==> src/rtl/rr_arb8_pkg.sv <==
`default_nettype none
// ============================================================================
// Module  : rr_arb8_pkg
// Brief   : Shared constants and FSM state encoding for the rr_arb8 arbiter.
// Rev     : 1.0  initial release
// ============================================================================
package rr_arb8_pkg;

    localparam int c_n_req       = 8;
    localparam int c_idx_w       = 3;
    localparam int c_timeout_def = 16;

    typedef enum logic [0:0] {
        ST_IDLE  = 1'b0,
        ST_GRANT = 1'b1
    } state_t;

endpackage : rr_arb8_pkg
`default_nettype wire

==> src/rtl/rr_arb8_if.sv <==
`default_nettype none
// ============================================================================
// Module  : rr_arb8_if
// Brief   : Request/grant bundle between requesters (master) and rr_arb8 (slave).
// Rev     : 1.0  initial release
// ============================================================================
interface rr_arb8_if;
    import rr_arb8_pkg::*;

    logic                 EN;
    logic [c_n_req-1:0]   req;
    logic                 done;
    logic [c_n_req-1:0]   gnt;
    logic [c_idx_w-1:0]   gnt_id;
    logic                 valid;
    logic                 timeout;

    modport master (
        output EN, req, done,
        input  gnt, gnt_id, valid, timeout
    );

    modport slave (
        input  EN, req, done,
        output gnt, gnt_id, valid, timeout
    );

endinterface : rr_arb8_if
`default_nettype wire

==> src/rtl/rr_arb8_grant_enc.sv <==
`default_nettype none
// ============================================================================
// Module  : grant_enc
// Brief   : One-hot to binary index encoder; an all-zero input encodes to 0.
// Rev     : 1.0  initial release
// ============================================================================
module grant_enc
    import rr_arb8_pkg::*;
(
    input  wire logic [c_n_req-1:0] i_onehot,
    output logic      [c_idx_w-1:0] o_idx
);

    // OR-ing the indices of set bits keeps zero input at zero with no priority chain.
    always_comb begin
        o_idx = '0;
        for (int i = 0; i < c_n_req; i++) begin
            if (i_onehot[i]) begin
                o_idx = o_idx | c_idx_w'(i);
            end
        end
    end

endmodule : grant_enc
`default_nettype wire

==> src/rtl/rr_arb8.sv <==
`default_nettype none
// ============================================================================
// Module  : rr_arb8
// Brief   : 8-way round-robin arbiter with registered one-hot grant and
//           owner release; optional grant-hold timeout under ARB_TIMEOUT_EN.
// Rev     : 1.0  initial release
// ============================================================================
module rr_arb8
    import rr_arb8_pkg::*;
#(
    parameter int TIMEOUT = c_timeout_def
)
(
    input  wire logic clk,
    input  wire logic rst,
    rr_arb8_if.slave  bus
);

    if ((TIMEOUT < 2) || (TIMEOUT > 255)) begin : g_timeout_range
        $error("rr_arb8: TIMEOUT must lie in 2..255");
    end

    state_t               r_state;
    state_t               w_state_nxt;
    logic [c_n_req-1:0]   r_gnt;
    logic [c_n_req-1:0]   w_gnt_nxt;
    logic [c_idx_w-1:0]   r_ptr;
    logic [c_idx_w-1:0]   w_ptr_nxt;
    logic [c_idx_w-1:0]   w_owner;
    logic [c_n_req-1:0]   w_req_rot;
    logic [c_n_req-1:0]   w_pick_rot;
    logic [c_n_req-1:0]   w_pick;
    logic                 w_release;

`ifdef ARB_TIMEOUT_EN
    localparam logic [7:0] c_limit = 8'(TIMEOUT);

    logic [7:0]           r_cnt;
    logic [7:0]           w_cnt_nxt;
    logic                 r_timeout;
    logic                 w_timeout_nxt;
`endif

    grant_enc u_grant_enc (
        .i_onehot (r_gnt),
        .o_idx    (w_owner)
    );

    // Rotate so ptr lands at bit 0, keep the lowest set bit, rotate back.
    always_comb begin
        w_req_rot = '0;
        w_pick    = '0;
        for (int i = 0; i < c_n_req; i++) begin
            w_req_rot[i] = bus.req[c_idx_w'(i) + r_ptr];
        end
        w_pick_rot = w_req_rot & (~w_req_rot + 8'd1);
        for (int i = 0; i < c_n_req; i++) begin
            w_pick[c_idx_w'(i) + r_ptr] = w_pick_rot[i];
        end
    end

    assign w_release = bus.done | ~bus.req[w_owner];

    always_comb begin
        w_state_nxt   = r_state;
        w_gnt_nxt     = r_gnt;
        w_ptr_nxt     = r_ptr;
`ifdef ARB_TIMEOUT_EN
        w_cnt_nxt     = r_cnt;
        w_timeout_nxt = 1'b0;
`endif
        case (r_state)
            ST_IDLE: begin
                if (bus.EN && (bus.req != '0)) begin
                    w_state_nxt = ST_GRANT;
                    w_gnt_nxt   = w_pick;
`ifdef ARB_TIMEOUT_EN
                    w_cnt_nxt   = 8'd1;
`endif
                end
            end
            ST_GRANT: begin
                // A normal release wins over a coincident timeout.
                if (w_release) begin
                    w_state_nxt   = ST_IDLE;
                    w_gnt_nxt     = '0;
                    w_ptr_nxt     = w_owner + 3'd1;
`ifdef ARB_TIMEOUT_EN
                    w_cnt_nxt     = 8'd0;
                end else if (r_cnt == c_limit) begin
                    w_state_nxt   = ST_IDLE;
                    w_gnt_nxt     = '0;
                    w_ptr_nxt     = w_owner + 3'd1;
                    w_cnt_nxt     = 8'd0;
                    w_timeout_nxt = 1'b1;
                end else begin
                    w_cnt_nxt     = r_cnt + 8'd1;
`endif
                end
            end
            default: begin
                w_state_nxt = ST_IDLE;
                w_gnt_nxt   = '0;
            end
        endcase
    end

    always_ff @(posedge clk or posedge rst) begin
        if (rst) begin
            r_state   <= ST_IDLE;
            r_gnt     <= '0;
            r_ptr     <= '0;
`ifdef ARB_TIMEOUT_EN
            r_cnt     <= 8'd0;
            r_timeout <= 1'b0;
`endif
        end else begin
            r_state   <= w_state_nxt;
            r_gnt     <= w_gnt_nxt;
            r_ptr     <= w_ptr_nxt;
`ifdef ARB_TIMEOUT_EN
            r_cnt     <= w_cnt_nxt;
            r_timeout <= w_timeout_nxt;
`endif
        end
    end

    assign bus.gnt    = r_gnt;
    assign bus.gnt_id = w_owner;
    assign bus.valid  = (r_gnt != '0);
`ifdef ARB_TIMEOUT_EN
    assign bus.timeout = r_timeout;
`else
    assign bus.timeout = 1'b0;
`endif

endmodule : rr_arb8
`default_nettype wire
==> src/flat_wrapper.sv <==
// flat-port wrapper written by rule: the top's interface ports become plain ports
module rr_arb8_flat import rr_arb8_pkg::*;
#(
    parameter int TIMEOUT = c_timeout_def
)
  (clk, rst, bus_EN, bus_req, bus_done, bus_gnt, bus_gnt_id, bus_valid, bus_timeout);
  rr_arb8_if bus_i ();
  input  wire logic clk;
  input  wire logic rst;
  input wire logic [$bits(bus_i.EN)-1:0] bus_EN;
  input wire logic [$bits(bus_i.req)-1:0] bus_req;
  input wire logic [$bits(bus_i.done)-1:0] bus_done;
  output wire logic [$bits(bus_i.gnt)-1:0] bus_gnt;
  output wire logic [$bits(bus_i.gnt_id)-1:0] bus_gnt_id;
  output wire logic [$bits(bus_i.valid)-1:0] bus_valid;
  output wire logic [$bits(bus_i.timeout)-1:0] bus_timeout;
  assign bus_i.EN = bus_EN;
  assign bus_i.req = bus_req;
  assign bus_i.done = bus_done;
  assign bus_gnt = bus_i.gnt;
  assign bus_gnt_id = bus_i.gnt_id;
  assign bus_valid = bus_i.valid;
  assign bus_timeout = bus_i.timeout;
  rr_arb8 #(.TIMEOUT(TIMEOUT)) u_core (.clk(clk), .rst(rst), .bus(bus_i));
endmodule
==> config.mk <==
export PLATFORM = sky130hd
export DESIGN_NAME = rr_arb8_flat
export DESIGN_NICKNAME = d
export VERILOG_FILES = /design/src/rtl/rr_arb8_pkg.sv /design/src/rtl/rr_arb8_if.sv /design/src/rtl/rr_arb8_grant_enc.sv /design/src/rtl/rr_arb8.sv /design/src/flat_wrapper.sv
export SDC_FILE = /design/constraint.sdc
export NUM_CORES = 1
export LEC_CHECK = 0
export CAP_MARGIN = 10
export CORE_UTILIZATION = 45
export CTS_CLUSTER_SIZE = 8
export DETAILED_ROUTE_END_ITERATION = 6
export GPL_TIMING_DRIVEN = 0
export PLACE_DENSITY_LB_ADDON = 0.25
export RECOVER_POWER = 25
export SYNTH_ARGS = -nofsm -noshare
export SYNTH_HDL_FRONTEND = slang
export SYNTH_SLANG_ARGS = --single-unit
==> constraint.sdc <==
create_clock -name clk -period 4.7 [get_ports clk]
set_input_delay 1.175 -clock clk [delete_from_list [all_inputs] [get_ports clk]]
set_output_delay 1.175 -clock clk [all_outputs]
set_load 0.01 [all_outputs]
[Yosys cells after proc, flatten, opt, wreduce, memory -nomap -nowiden]
Cells that the tools add are included.
Word-level totals
  bits of input ports: 12
  word-level logic and storage cells: 104
  register bits after elaboration: 12
  output and inout port bits: 13
Cells by class
  reduce and logical (&&, ||, !) cells: 13
  order comparisons: 17
  add/subtract/negate cells: 9
  equal/unequal tests: 2
  muxes and demuxes: 54
  bitwise gates (word level): 6
Operators with widths (count)
  bitwise mux 8 bit: 7
  less-than comparator 3 x 4 -> 1 bit (second input constant): 9
  binary-select mux 1 bit (select 3 bit): 9
  demux 1 bit (select 3 bit): 8
  greater-or-equal comparator 3 x 1 -> 1 bit (second input constant): 8
  2-to-1 mux 1 bit: 20
  AND 8 bit: 2
  2-to-1 mux 8 bit: 2
  one-hot mux 8 bit (2 select lines): 1
  nonzero test 8 bit: 2
  adder 3 bit (first input constant): 4
  2-to-1 mux 3 bit: 4
  logical AND 1 bit: 9
  adder 8 x 1 -> 8 bit (second input constant): 1
  NOT 8 bit: 1
  adder 2 x 3 -> 3 bit (first input constant): 2
  2-to-1 mux 2 bit: 2
  AND reduction 2 bit: 2
  adder 1 x 3 -> 3 bit (first input constant): 1
  adder 3 x 1 -> 3 bit (second input constant): 1
  != test 2 x 1 -> 1 bit (second input constant): 1
  != test 2 bit (second input constant): 1
  NOT 1 bit: 2
  one-hot mux 1 bit (2 select lines): 1
  bitwise OR 1 bit: 1

[Longest topological paths before layout]
Gate-level depths: netlist (run 1).
  word-level depth: 16
  mapped depth: 14
  gate-level depth less buffers: 9

[Modules after synthesis]
From an unflattened synthesis (run 1), not the netlist that was laid out.
Second synthesis, totals
  cell total of the unflattened synthesis: 235
  area total of the unflattened synthesis: 1949.4 µm²
By module, submodules not included
  rr_arb8: area each 1926.8 µm², seq. area each 300.3 µm², cells each 232, times used 1
  grant_enc: area each 22.5 µm², seq. area each 0.0 µm², cells each 3, times used 1

[Worst setup path after synthesis (run 1)]
No wires, ideal clock.
  kind: reg-to-reg
  start point: register u_core.r_ptr[0]
  end point: register u_core.r_gnt[4], in the netlist u_core.bus.gnt[4]
  buffers on the path: 5
  cell stages (with the launch flop): 15
  required time: 4.570 ns
  clock period less this slack: 3.282 ns
  setup slack: 1.418 ns
  data arrival time: 3.152 ns
  setup time: 0.130 ns
  path through: dfrtp_1 -> buf_6 -> buf_8 -> inv_1 -> clkbuf_1 -> ha_1 -> buf_4 -> mux2i_1 -> mux4_1 -> a22o_2 -> buf_4 -> a22oi_1 -> o311ai_1 -> a2111oi_2 -> o21ai_1
On the way
  longest elaborated chain between the ends: 15
  elaborated cells between the ends (all ways): 76
  those cells by class: add/sub: 8; order compare: 16; mux: 41; bitwise: 3; reduce/logical: 8
Ends and longest elaborated chain
  from (decl): RTL line rr_arb8.sv:27  | logic [c_idx_w-1:0] r_ptr;
  from (signal assigned): RTL line rr_arb8.sv:120  | r_ptr <= w_ptr_nxt;
  adder 1 x 3 -> 3 bit / binary-select mux 1 bit (select 3 bit) (equally long branches): RTL line rr_arb8.sv:54, rr_arb8.sv:58
  binary-select mux 1 bit (select 3 bit) / 2-to-1 mux 1 bit (equally long branches): RTL line rr_arb8.sv:54  | w_req_rot[i] = bus.req[c_idx_w'(i) + r_ptr];
  2-to-1 mux 1 bit (not written as such) / NOT 8 bit (equally long branches): RTL line rr_arb8.sv:54, rr_arb8.sv:56
  NOT 8 bit / adder 8 x 1 -> 8 bit (equally long branches): RTL line rr_arb8.sv:56  | w_pick_rot = w_req_rot & (~w_req_rot + 8'd1);
  adder 8 x 1 -> 8 bit / AND 8 bit (equally long branches): RTL line rr_arb8.sv:56
  AND 8 bit, on equally long branches
  bitwise mux 8 bit (6 in a row): RTL line rr_arb8.sv:58  | w_pick[c_idx_w'(i) + r_ptr] = w_pick_rot[i];
  bitwise mux 8 bit *: RTL line rr_arb8.sv:58
  2-to-1 mux 8 bit *: RTL line rr_arb8.sv:74  | if (bus.EN && (bus.req != '0)) begin
  one-hot mux 8 bit (2 select lines) *: RTL line rr_arb8.sv:72  | case (r_state)
  to (signal assigned): RTL line rr_arb8.sv:119  | r_gnt <= w_gnt_nxt;
  to (decl): RTL line rr_arb8.sv:25  | logic [c_n_req-1:0] r_gnt;
Mark *: on every way between the ends. The rest lies on a longest branch, timed or not. The select of a mux whose other input is x is not followed.
A chain may end at the register's enable or synchronous reset.

[Worst setup path after layout (run 1)]
Same ends and word-level chain as after synthesis.

==> impl_results.html, run 1 <==
<table>
<tr><th>Metric</th><th>Value</th></tr>
<tr><th colspan="2">Drt</th></tr>
<tr><td>Post-route DRC violation count</td><td>0</td></tr>
<tr><td>Per-cell routed wire length</td><td>roughly 19 um</td></tr>
<tr><td>Routed WL</td><td>between 5000 and 6000 um</td></tr>
<tr><td>Vias per cell</td><td>roughly 6.8</td></tr>
<tr><td>Initial detailed-routing violation count</td><td>approximately 250</td></tr>
<tr><td>Vias</td><td>2160</td></tr>
<tr><td>Drt pass-1 iters</td><td>5</td></tr>
<tr><td>ANT nets after route</td><td>0</td></tr>
<tr><th colspan="2">Setup path</th></tr>
<tr><td>Peak fanout along the critical path</td><td>10</td></tr>
<tr><td>Critical path launch point</td><td>u_core.r_ptr[0]</td></tr>
<tr><td>Start-to-end type of the worst setup path</td><td>flip-flop to flip-flop</td></tr>
<tr><td>CP startpoint kind</td><td>flip-flop</td></tr>
<tr><td>Worst reg2reg startpoint</td><td>u_core.r_ptr[0]</td></tr>
<tr><td>Worst-case register-to-register setup slack</td><td>roughly 0.94 ns</td></tr>
<tr><td>End point of the critical path</td><td>u_core.bus.gnt[4]</td></tr>
<tr><td>Endpoint of the most critical register-to-register path</td><td>u_core.bus.gnt[4]</td></tr>
<tr><td>Length in cells of the worst reg-to-reg path</td><td>14</td></tr>
<tr><td>Crit path DAT</td><td>approximately 3.9 ns</td></tr>
<tr><td>Worst Setup End Kind</td><td>flip-flop</td></tr>
<tr><td>Worst endpoint required time</td><td>4.82 ns</td></tr>
<tr><th colspan="2">Clocking</th></tr>
<tr><td>Clock root buffer</td><td>sky130_fd_sc_hd__clkbuf_8</td></tr>
<tr><td>CTS Hold Buffers Added</td><td>0</td></tr>
<tr><td>Insertion delay to the later sink of the worst-skew pair</td><td>approximately 0.24 ns</td></tr>
<tr><td>CTS Buf Count</td><td>3</td></tr>
<tr><td>TritonCTS clock tree</td><td>yes</td></tr>
<tr><td>Worst-path clk slew</td><td>approximately 0.05 ns</td></tr>
<tr><td>CTS resizes</td><td>0</td></tr>
<tr><td>Maximum buffer depth of the clock tree</td><td>2</td></tr>
<tr><td>Clock H-tree levels</td><td>1</td></tr>
<tr><td>Num Clock Sinks</td><td>12</td></tr>
<tr><td>Buffers inserted by post-CTS timing repair</td><td>0</td></tr>
<tr><th colspan="2">Place</th></tr>
<tr><td>Routability congestion estimate from global placement</td><td>about 0.9</td></tr>
<tr><td>Buffers on Ports</td><td>23</td></tr>
<tr><td>Post-detailed-placement half-perimeter wirelength</td><td>roughly 4600 um</td></tr>
<tr><td>Placement Cell Area</td><td>around 0.0023 mm2</td></tr>
<tr><td>Post-Place Setup Slack</td><td>0.771 ns</td></tr>
<tr><th colspan="2">Timing</th></tr>
<tr><td>Final Hold Vio Count</td><td>0</td></tr>
<tr><td>Final worst clock skew</td><td>approximately 0.0026 ns</td></tr>
<tr><td>Actual slew at the worst max-slew pin</td><td>~1.0 ns</td></tr>
<tr><td>Slew HR</td><td>0.298</td></tr>
<tr><td>Setup TNS</td><td>0 ns</td></tr>
<tr><td>Unrepaired setup endpoints after global routing</td><td>false</td></tr>
<tr><td>Time the final worst path needs with I/O delays and setup</td><td>3.76 ns</td></tr>
<tr><td>Max-slew violation count</td><td>0</td></tr>
<tr><td>Setup violators final</td><td>0</td></tr>
<tr><td>Share of the cycle needed by the critical path after routing</td><td>0.800</td></tr>
<tr><td>Final setup slack of the worst path</td><td>between 0.9 and 1 ns</td></tr>
<tr><td>Peak Freq</td><td>approximately 270 MHz</td></tr>
<tr><th colspan="2">Synthesis</th></tr>
<tr><td>Leading register cell type out of synthesis</td><td>sky130_fd_sc_hd__dfrtp_1</td></tr>
<tr><td>Net Count, Synth</td><td>257</td></tr>
<tr><td>Count of mapped cells out of synthesis</td><td>approximately 240</td></tr>
<tr><td>Synthesized area</td><td>about 0.0020 mm2</td></tr>
<tr><td>Count of distinct cell types in the synthesized netlist</td><td>57</td></tr>
<tr><td>Sequential share of the synthesized area</td><td>0.147</td></tr>
<tr><td>Main area contributors after synthesis</td><td>sky130_fd_sc_hd__dfrtp_1 15%, sky130_fd_sc_hd__mux4_2 8.8%, sky130_fd_sc_hd__mux4_1 7.7%, sky130_fd_sc_hd__mux2i_1 6.4%, sky130_fd_sc_hd__nand2_1 4.4%</td></tr>
<tr><td>Mean instance size in the synthesized netlist</td><td>8.56 um2</td></tr>
<tr><td>Most repeated cell in the gate-level netlist after synthesis</td><td>sky130_fd_sc_hd__nand2_1</td></tr>
<tr><td>Number of storage elements in the synthesis netlist</td><td>12</td></tr>
<tr><td>Fraction of registers with async set or reset after synthesis</td><td>1.00</td></tr>
<tr><td>Yosys warnings</td><td>0</td></tr>
<tr><td>Most used standard cells in the synthesized netlist</td><td>24 x sky130_fd_sc_hd__nand2_1, 18 x sky130_fd_sc_hd__nor2_1, 13 x sky130_fd_sc_hd__mux2i_1, 13 x sky130_fd_sc_hd__nand3_1, 13 x sky130_fd_sc_hd__o21ai_0</td></tr>
<tr><td>Top cell type's share of synthesized area</td><td>0.147</td></tr>
<tr><td>Cell type with the largest total area after synthesis</td><td>sky130_fd_sc_hd__dfrtp_1</td></tr>
<tr><td>Number of enable flip-flop cells after synthesis</td><td>0</td></tr>
<tr><th colspan="2">Finish</th></tr>
<tr><td>Number of fill cells in the layout</td><td>between 300 and 400</td></tr>
<tr><td>Ant. Diodes</td><td>0</td></tr>
<tr><td>Number of nets in the final layout</td><td>around 290</td></tr>
<tr><td>Post-Layout Inst Area</td><td>0.00237 mm2</td></tr>
<tr><td>Post-synthesis to final-layout area growth</td><td>16.5%</td></tr>
<tr><td>Fraction of layout cells with a size suffix above 1</td><td>0.136</td></tr>
<tr><th colspan="2">Hold path</th></tr>
<tr><td>Class of the tightest hold or removal check</td><td>flip-flop to flip-flop</td></tr>
<tr><th colspan="2">Global routing</th></tr>
<tr><td>Global-route wire length before repair</td><td>approximately 9900 um</td></tr>
<tr><td>GRT Util Overall</td><td>0.254</td></tr>
<tr><td>Largest net degree at the start of global routing</td><td>13</td></tr>
<tr><td>Number of antenna violations at the first check in global routing</td><td>0</td></tr>
<tr><td>Global-route congestion overflow total</td><td>0</td></tr>
<tr><td>Vias in the first global route</td><td>2019</td></tr>
<tr><th colspan="2">Die</th></tr>
<tr><td>Die Outline Area</td><td>just under 0.005 mm2</td></tr>
<tr><td>Row count</td><td>24</td></tr>
<tr><td>Boundary Pins</td><td>25</td></tr>
<tr><td>Die Y-Extent</td><td>69.3 um</td></tr>
<tr><td>Starting density of the core</td><td>0.468</td></tr>
<tr><td>Die width</td><td>69.3 um</td></tr>
<tr><td>Area of the core</td><td>0.00435 mm2</td></tr>
<tr><th colspan="2">Pwr</th></tr>
<tr><td>Worst supply voltage drop on vdd</td><td>around 0.00044 V</td></tr>
<tr><td>Leakage</td><td>roughly 0.97 nW</td></tr>
<tr><td>Power per cell area</td><td>865 mW/mm2</td></tr>
<tr><th colspan="2">Status</th></tr>
<tr><td>Result of the run</td><td>completed</td></tr>
<tr><th colspan="2">Job</th></tr>
<tr><td>Reported max-cap violation count</td><td>0</td></tr>
</table>
==> layer usage <==
layer  vias up  share of wire  track usage
met2       113           0.48        0.403
met4         0          0.012       0.0544
li1        978              -            -
met5         -              0            0
met3        10          0.079       0.0509
met1      1059           0.43        0.357
==> where the power goes <==
part           switching, mW  internal, mW
clock                 0.0369        0.0564
combinational          0.999         0.770
sequential            0.0454         0.145
total                   1.08         0.972
==> stage by stage <==
| step | total power [mW] | instances | hold slack, ns | util |
|---|---|---|---|---|
| after floorplan | 1.50 | 238 | 0.456 | - |
| after global placement | 1.92 | 313 | 0.472 | 0.536 |
| after detailed placement | 1.93 | 313 | 0.478 | 0.536 |
| after CTS | 2.02 | 316 | 0.490 | 0.545 |
| after global routing | 2.22 | 316 | 0.533 | 0.545 |
| final | 2.05 | 316 | 0.489 | 0.545 |
==> state kept, by name, summed over array words and instances (netlist names) <==
name / cells
u_core.r_state: 1
u_core.r_ptr: 3
u_core.bus.gnt: 8
==> layout by cell type (no fill, tap or decap), drive strengths merged, types with 3 or more instances in the layout <==
cell type / n
nor2: 18
nand3: 14
mux4: 14
a2111oi: 3
nand4: 3
dfrtp: 12
inv: 10
a22oi: 5
nand2: 24
a21oi: 8
mux2i: 15
and3: 6
clkdlybuf4s50: 22
buf: 9
a31oi: 3
ha: 7
mux2: 7
nor2b: 7
nor3: 7
clkbuf: 10
o21ai: 16
a221oi: 4
nand3b: 3
nor4: 6
o22ai: 4
==> final cells by class <==
class                   instances  area, um2  area share
multi-input cells             200       1600       0.674
repair buffers                 23        230      0.0969
plain buffers                  16        100      0.0421
well taps                      52       65.1      0.0274
inverters                      10       37.5      0.0158
clock buffers                   3       41.3      0.0174
flip-flops and latches         12        300       0.126
==> worst min-delay path by stage <==
stage | from | end | slack, ns | cells past startpoint
finish | u_core.r_state | u_core.r_state | 0.49 | 2
CTS | u_core.r_state | u_core.r_state | 0.49 | 2
detailed placement | u_core.r_state | u_core.r_state | 0.48 | 2
floorplan | u_core.r_state | u_core.r_state | 0.46 | 2
global placement | u_core.r_state | u_core.r_state | 0.47 | 2
global route | u_core.r_state | u_core.r_state | 0.53 | 2
==> critical path, cell delays in order (launching register included) <==
cell	delay, ns
sky130_fd_sc_hd__dfrtp_1	0.40
sky130_fd_sc_hd__buf_6	0.16
sky130_fd_sc_hd__buf_8	0.14
sky130_fd_sc_hd__inv_1	0.08
sky130_fd_sc_hd__clkbuf_1	0.41
sky130_fd_sc_hd__ha_1	0.32
sky130_fd_sc_hd__buf_4	0.18
sky130_fd_sc_hd__mux2i_1	0.13
sky130_fd_sc_hd__mux4_1	0.52
sky130_fd_sc_hd__a22o_2	0.30
sky130_fd_sc_hd__buf_4	0.19
sky130_fd_sc_hd__a22oi_1	0.18
sky130_fd_sc_hd__o311ai_1	0.14
sky130_fd_sc_hd__a2111oi_2	0.36
sky130_fd_sc_hd__o21ai_1	0.11
==> logic make-up after synthesis <==
logic type	synth area share
and+or+nand+nor	0.238
other	0.00184
DFF	0.147
AOI/OAI and AO/OA	0.196
muxes	0.286
xor gates and xnor gates	0.0209
buffers and inverters	0.0675
adders and majority gates	0.0430
Note: power is estimated with default switching activity, not from simulation.
==> run 2, diff against run 1 <==
clock period = 3.86 ns   (was 4.7 ns; I/O delays follow)
==> run 2 against run 1 <==
Sequential power is 21% higher. Combinational power is 22% higher. Critical path depth stayed put. Total power is 22% higher. Register-to-register slack worse by 0.64 ns. Clock-buffer cell count stayed put. Routed wire length is 0.47% higher. Clock skew hardly changed. Die area stayed put.
==> impl_results.html, run 2 (synthesized netlist as in run 1, its figures left out) <==
<table>
<tr><th>Metric</th><th>Value</th></tr>
<tr><th colspan="2">Status</th></tr>
<tr><td>Result of the run</td><td>completed (unchanged)</td></tr>
<tr><th colspan="2">Hold path</th></tr>
<tr><td>Worst hold path cell count</td><td>2 (unchanged)</td></tr>
<tr><td>Class of the tightest hold or removal check</td><td>flip-flop to flip-flop (unchanged)</td></tr>
<tr><td>Endpoint with the worst hold slack</td><td>u_core.r_state (unchanged)</td></tr>
<tr><td>Hold path startpoint</td><td>u_core.r_state (unchanged)</td></tr>
<tr><th colspan="2">Finish</th></tr>
<tr><td>Number of nets in the final layout</td><td>285 (unchanged)</td></tr>
<tr><td>Ant. Diodes</td><td>0 (unchanged)</td></tr>
<tr><td>Commonest non-fill, non-tap cell in the layout</td><td>sky130_fd_sc_hd__nand2_1 (unchanged)</td></tr>
<tr><td>Post-synthesis to final-layout area growth</td><td>16.6% (was 16.5%)</td></tr>
<tr><td>Commonest non-fill, non-tap cells in the layout</td><td>24 x sky130_fd_sc_hd__nand2_1, 22 x sky130_fd_sc_hd__clkdlybuf4s50_1, 18 x sky130_fd_sc_hd__nor2_1 (unchanged)</td></tr>
<tr><td>Fraction of layout cells with a size suffix above 1</td><td>0.140 (was 0.136)</td></tr>
<tr><td>Flip-flop count of the largest register, all copies and words added</td><td>8 (unchanged)</td></tr>
<tr><td>Post-Layout Inst Area</td><td>0.00238 mm2 (was 0.00237 mm2)</td></tr>
<tr><th colspan="2">Timing</th></tr>
<tr><td>Final worst clock skew</td><td>0.00300 ns (was 0.00257 ns)</td></tr>
<tr><td>Peak Freq</td><td>281 MHz (was 266 MHz)</td></tr>
<tr><td>Share of the cycle needed by the critical path after routing</td><td>0.921 (was 0.800)</td></tr>
<tr><td>Setup violators final</td><td>0 (unchanged)</td></tr>
<tr><td>Max-slew violation count</td><td>0 (unchanged)</td></tr>
<tr><td>Unrepaired setup endpoints after global routing</td><td>false (unchanged)</td></tr>
<tr><td>Slew HR</td><td>0.339 (was 0.298)</td></tr>
<tr><td>Final Hold Vio Count</td><td>0 (unchanged)</td></tr>
<tr><td>Time the final worst path needs with I/O delays and setup</td><td>3.56 ns (was 3.76 ns)</td></tr>
<tr><td>Actual slew at the worst max-slew pin</td><td>0.982 ns (was 1.04 ns)</td></tr>
<tr><td>Setup TNS</td><td>0 ns (unchanged)</td></tr>
<tr><th colspan="2">Place</th></tr>
<tr><td>Routability congestion estimate from global placement</td><td>0.916 (unchanged)</td></tr>
<tr><td>Post-detailed-placement half-perimeter wirelength</td><td>4640 um (unchanged)</td></tr>
<tr><td>Placement Cell Area</td><td>0.00233 mm2 (unchanged)</td></tr>
<tr><td>Buffers on Ports</td><td>23 (unchanged)</td></tr>
<tr><th colspan="2">Setup path</th></tr>
<tr><td>Critical path's top delay family</td><td>compound AO/OA/AOI/OAI gates (was buffers and inverters)</td></tr>
<tr><td>Library cell contributing the largest single delay on the critical path</td><td>sky130_fd_sc_hd__mux4_1 (unchanged)</td></tr>
<tr><td>Endpoint of the most critical register-to-register path</td><td>u_core.bus.gnt[4] (unchanged)</td></tr>
<tr><td>Largest stage delay on the critical path</td><td>0.52 ns (about the same)</td></tr>
<tr><td>Crit path DAT</td><td>3.67 ns (was 3.88 ns)</td></tr>
<tr><td>Length in cells of the worst reg-to-reg path</td><td>14 (unchanged)</td></tr>
<tr><td>Peak fanout along the critical path</td><td>10 (unchanged)</td></tr>
<tr><td>Worst endpoint required time</td><td>3.98 ns (was 4.82 ns)</td></tr>
<tr><td>Worst-case register-to-register setup slack</td><td>0.30 ns (was 0.94 ns)</td></tr>
<tr><td>Worst reg2reg startpoint</td><td>u_core.r_ptr[0] (unchanged)</td></tr>
<tr><td>CP Cell Sequence</td><td>buf_6 -&gt; buf_8 -&gt; inv_1 -&gt; clkbuf_2 -&gt; ha_1 -&gt; buf_4 -&gt; mux2i_1 -&gt; mux4_1 -&gt; a22o_2 -&gt; buf_4 -&gt; a22oi_1 -&gt; o311ai_1 -&gt; a2111oi_2 -&gt; o21ai_1 (was buf_6 -&gt; buf_8 -&gt; inv_1 -&gt; clkbuf_1 -&gt; ha_1 -&gt; buf_4 -&gt; mux2i_1 -&gt; mux4_1 -&gt; a22o_2 -&gt; buf_4 -&gt; a22oi_1 -&gt; o311ai_1 -&gt; a2111oi_2 -&gt; o21ai_1)</td></tr>
<tr><td>CP startpoint kind</td><td>flip-flop (unchanged)</td></tr>
<tr><td>Worst Setup End Kind</td><td>flip-flop (unchanged)</td></tr>
<tr><td>Buffers &amp; Inverters on Critical Path</td><td>6 (unchanged)</td></tr>
<tr><td>Dominant cell type by count on the critical path</td><td>sky130_fd_sc_hd__buf_4 (unchanged)</td></tr>
<tr><td>Start-to-end type of the worst setup path</td><td>flip-flop to flip-flop (unchanged)</td></tr>
<tr><th colspan="2">Drt</th></tr>
<tr><td>Initial detailed-routing violation count</td><td>248 (was 245)</td></tr>
<tr><td>Vias per cell</td><td>6.86 (was 6.84)</td></tr>
<tr><td>Routed WL</td><td>6000 um (was 5970 um)</td></tr>
<tr><td>Post-route DRC violation count</td><td>0 (unchanged)</td></tr>
<tr><td>Drt pass-1 iters</td><td>5 (unchanged)</td></tr>
<tr><td>Vias</td><td>2167 (was 2160)</td></tr>
<tr><td>ANT nets after route</td><td>0 (unchanged)</td></tr>
<tr><td>Per-cell routed wire length</td><td>19.0 um (was 18.9 um)</td></tr>
<tr><th colspan="2">Pwr</th></tr>
<tr><td>Overall power</td><td>2.51 mW (was 2.05 mW)</td></tr>
<tr><td>Power per cell area</td><td>1050 mW/mm2 (was 865 mW/mm2)</td></tr>
<tr><td>Leakage</td><td>0.968 nW (was 0.965 nW)</td></tr>
<tr><td>Worst supply voltage drop on vdd</td><td>0.000541 V (was 0.000445 V)</td></tr>
<tr><th colspan="2">Die</th></tr>
<tr><td>Area of the core</td><td>0.00435 mm2 (unchanged)</td></tr>
<tr><td>Starting density of the core</td><td>0.468 (unchanged)</td></tr>
<tr><td>Boundary Pins</td><td>25 (unchanged)</td></tr>
<tr><td>Die Y-Extent</td><td>69.3 um (unchanged)</td></tr>
<tr><td>Die width</td><td>69.3 um (unchanged)</td></tr>
<tr><td>Row count</td><td>24 (unchanged)</td></tr>
<tr><td>Die Outline Area</td><td>0.00480 mm2 (unchanged)</td></tr>
<tr><th colspan="2">Global routing</th></tr>
<tr><td>GRT Util Overall</td><td>0.254 (unchanged)</td></tr>
<tr><td>Global-route congestion overflow total</td><td>0 (unchanged)</td></tr>
<tr><td>Number of antenna violations at the first check in global routing</td><td>0 (unchanged)</td></tr>
<tr><td>Global-route wire length before repair</td><td>9890 um (unchanged)</td></tr>
<tr><td>Largest net degree at the start of global routing</td><td>13 (unchanged)</td></tr>
<tr><td>Vias in the first global route</td><td>2019 (unchanged)</td></tr>
<tr><th colspan="2">Job</th></tr>
<tr><td>Reported max-cap violation count</td><td>0 (unchanged)</td></tr>
<tr><th colspan="2">Clocking</th></tr>
<tr><td>Num Clock Sinks</td><td>12 (unchanged)</td></tr>
<tr><td>TritonCTS clock tree</td><td>yes (unchanged)</td></tr>
<tr><td>Worst-path clk slew</td><td>0.05 ns (about the same)</td></tr>
<tr><td>Clock H-tree levels</td><td>1 (unchanged)</td></tr>
<tr><td>CTS Hold Buffers Added</td><td>0 (unchanged)</td></tr>
<tr><td>Maximum buffer depth of the clock tree</td><td>2 (unchanged)</td></tr>
<tr><td>Insertion delay to the later sink of the worst-skew pair</td><td>0.24 ns (about the same)</td></tr>
<tr><td>CTS Buf Count</td><td>3 (unchanged)</td></tr>
<tr><td>Clock root buffer</td><td>sky130_fd_sc_hd__clkbuf_8 (unchanged)</td></tr>
</table>
## run 2: changes by cell type in the layout (fill, tap and decap cells not counted)
cell,delta
sky130_fd_sc_hd__clkbuf_1,-1
sky130_fd_sc_hd__clkbuf_2,+1
## run 2: power breakdown
group	internal [mW]	switching (mW)	leakage, nW	total [mW]
combinational	0.939	1.22	0.792	2.16
clock	0.0687	0.0449	0.0216	0.114
sequential	0.177	0.0551	0.155	0.232
total	1.18	1.32	0.968	2.51
## run 2: worst max-delay path by stage
stage | cells past startpoint | endpoint | start
2_1_floorplan | 14 | u_core.bus.gnt[4] | u_core.r_ptr[0]
3_3_place_gp | 9 | u_core.bus.gnt[4] | bus_req[0]
3_5_place_dp | 14 | u_core.bus.gnt[4] | u_core.r_ptr[0]
4_1_cts | 14 | u_core.bus.gnt[4] | u_core.r_ptr[0]
5_1_grt | 14 | u_core.bus.gnt[4] | u_core.r_ptr[0]
6_report | 14 | u_core.bus.gnt[4] | u_core.r_ptr[0]
## run 2: timing repair
action                                  CTS  global route
endpoints found under the setup margin    0             2
resized for setup                         0             2
buffers inserted                          0             0
## run 2: cell type report
cell class              count  area, um2
fillers                   384       1980
multi-input cells         200       1600
flip-flops and latches     12        300
repair buffers             23        230
plain buffers              16        101
well taps                  52       65.1
clock buffers               3       41.3
inverters                  10       37.5
## run 2: worst reg2reg max path, cell delays in order, from the launching register on
cell                        delay [ns]
sky130_fd_sc_hd__dfrtp_1          0.40
sky130_fd_sc_hd__buf_6            0.16
sky130_fd_sc_hd__buf_8            0.14
sky130_fd_sc_hd__inv_1            0.08
sky130_fd_sc_hd__clkbuf_2         0.25
sky130_fd_sc_hd__ha_1             0.27
sky130_fd_sc_hd__buf_4            0.18
sky130_fd_sc_hd__mux2i_1          0.14
sky130_fd_sc_hd__mux4_1           0.52
sky130_fd_sc_hd__a22o_2           0.30
sky130_fd_sc_hd__buf_4            0.19
sky130_fd_sc_hd__a22oi_1          0.18
sky130_fd_sc_hd__o311ai_1         0.14
sky130_fd_sc_hd__a2111oi_2        0.36
sky130_fd_sc_hd__o21ai_1          0.12
## run 2: metrics by stage
step | util | hold WS (ns) | setup WS (ns) | cells
2_1_floorplan | - | 0.456 | 0.578 | 238
3_3_place_gp | 0.536 | 0.472 | 0.169 | 313
3_5_place_dp | 0.536 | 0.478 | 0.124 | 313
4_1_cts | 0.545 | 0.490 | 0.119 | 316
5_1_grt | 0.546 | 0.533 | 0.112 | 316
6_report | 0.546 | 0.486 | 0.304 | 316
## run 2: layer usage
layer	global-route usage	vias to the layer above	part of all wire
met3	0.0509	12	0.079
met4	0.0544	0	0.013
met1	0.357	1059	0.43
met5	0	-	0
li1	-	978	-
met2	0.403	118	0.48
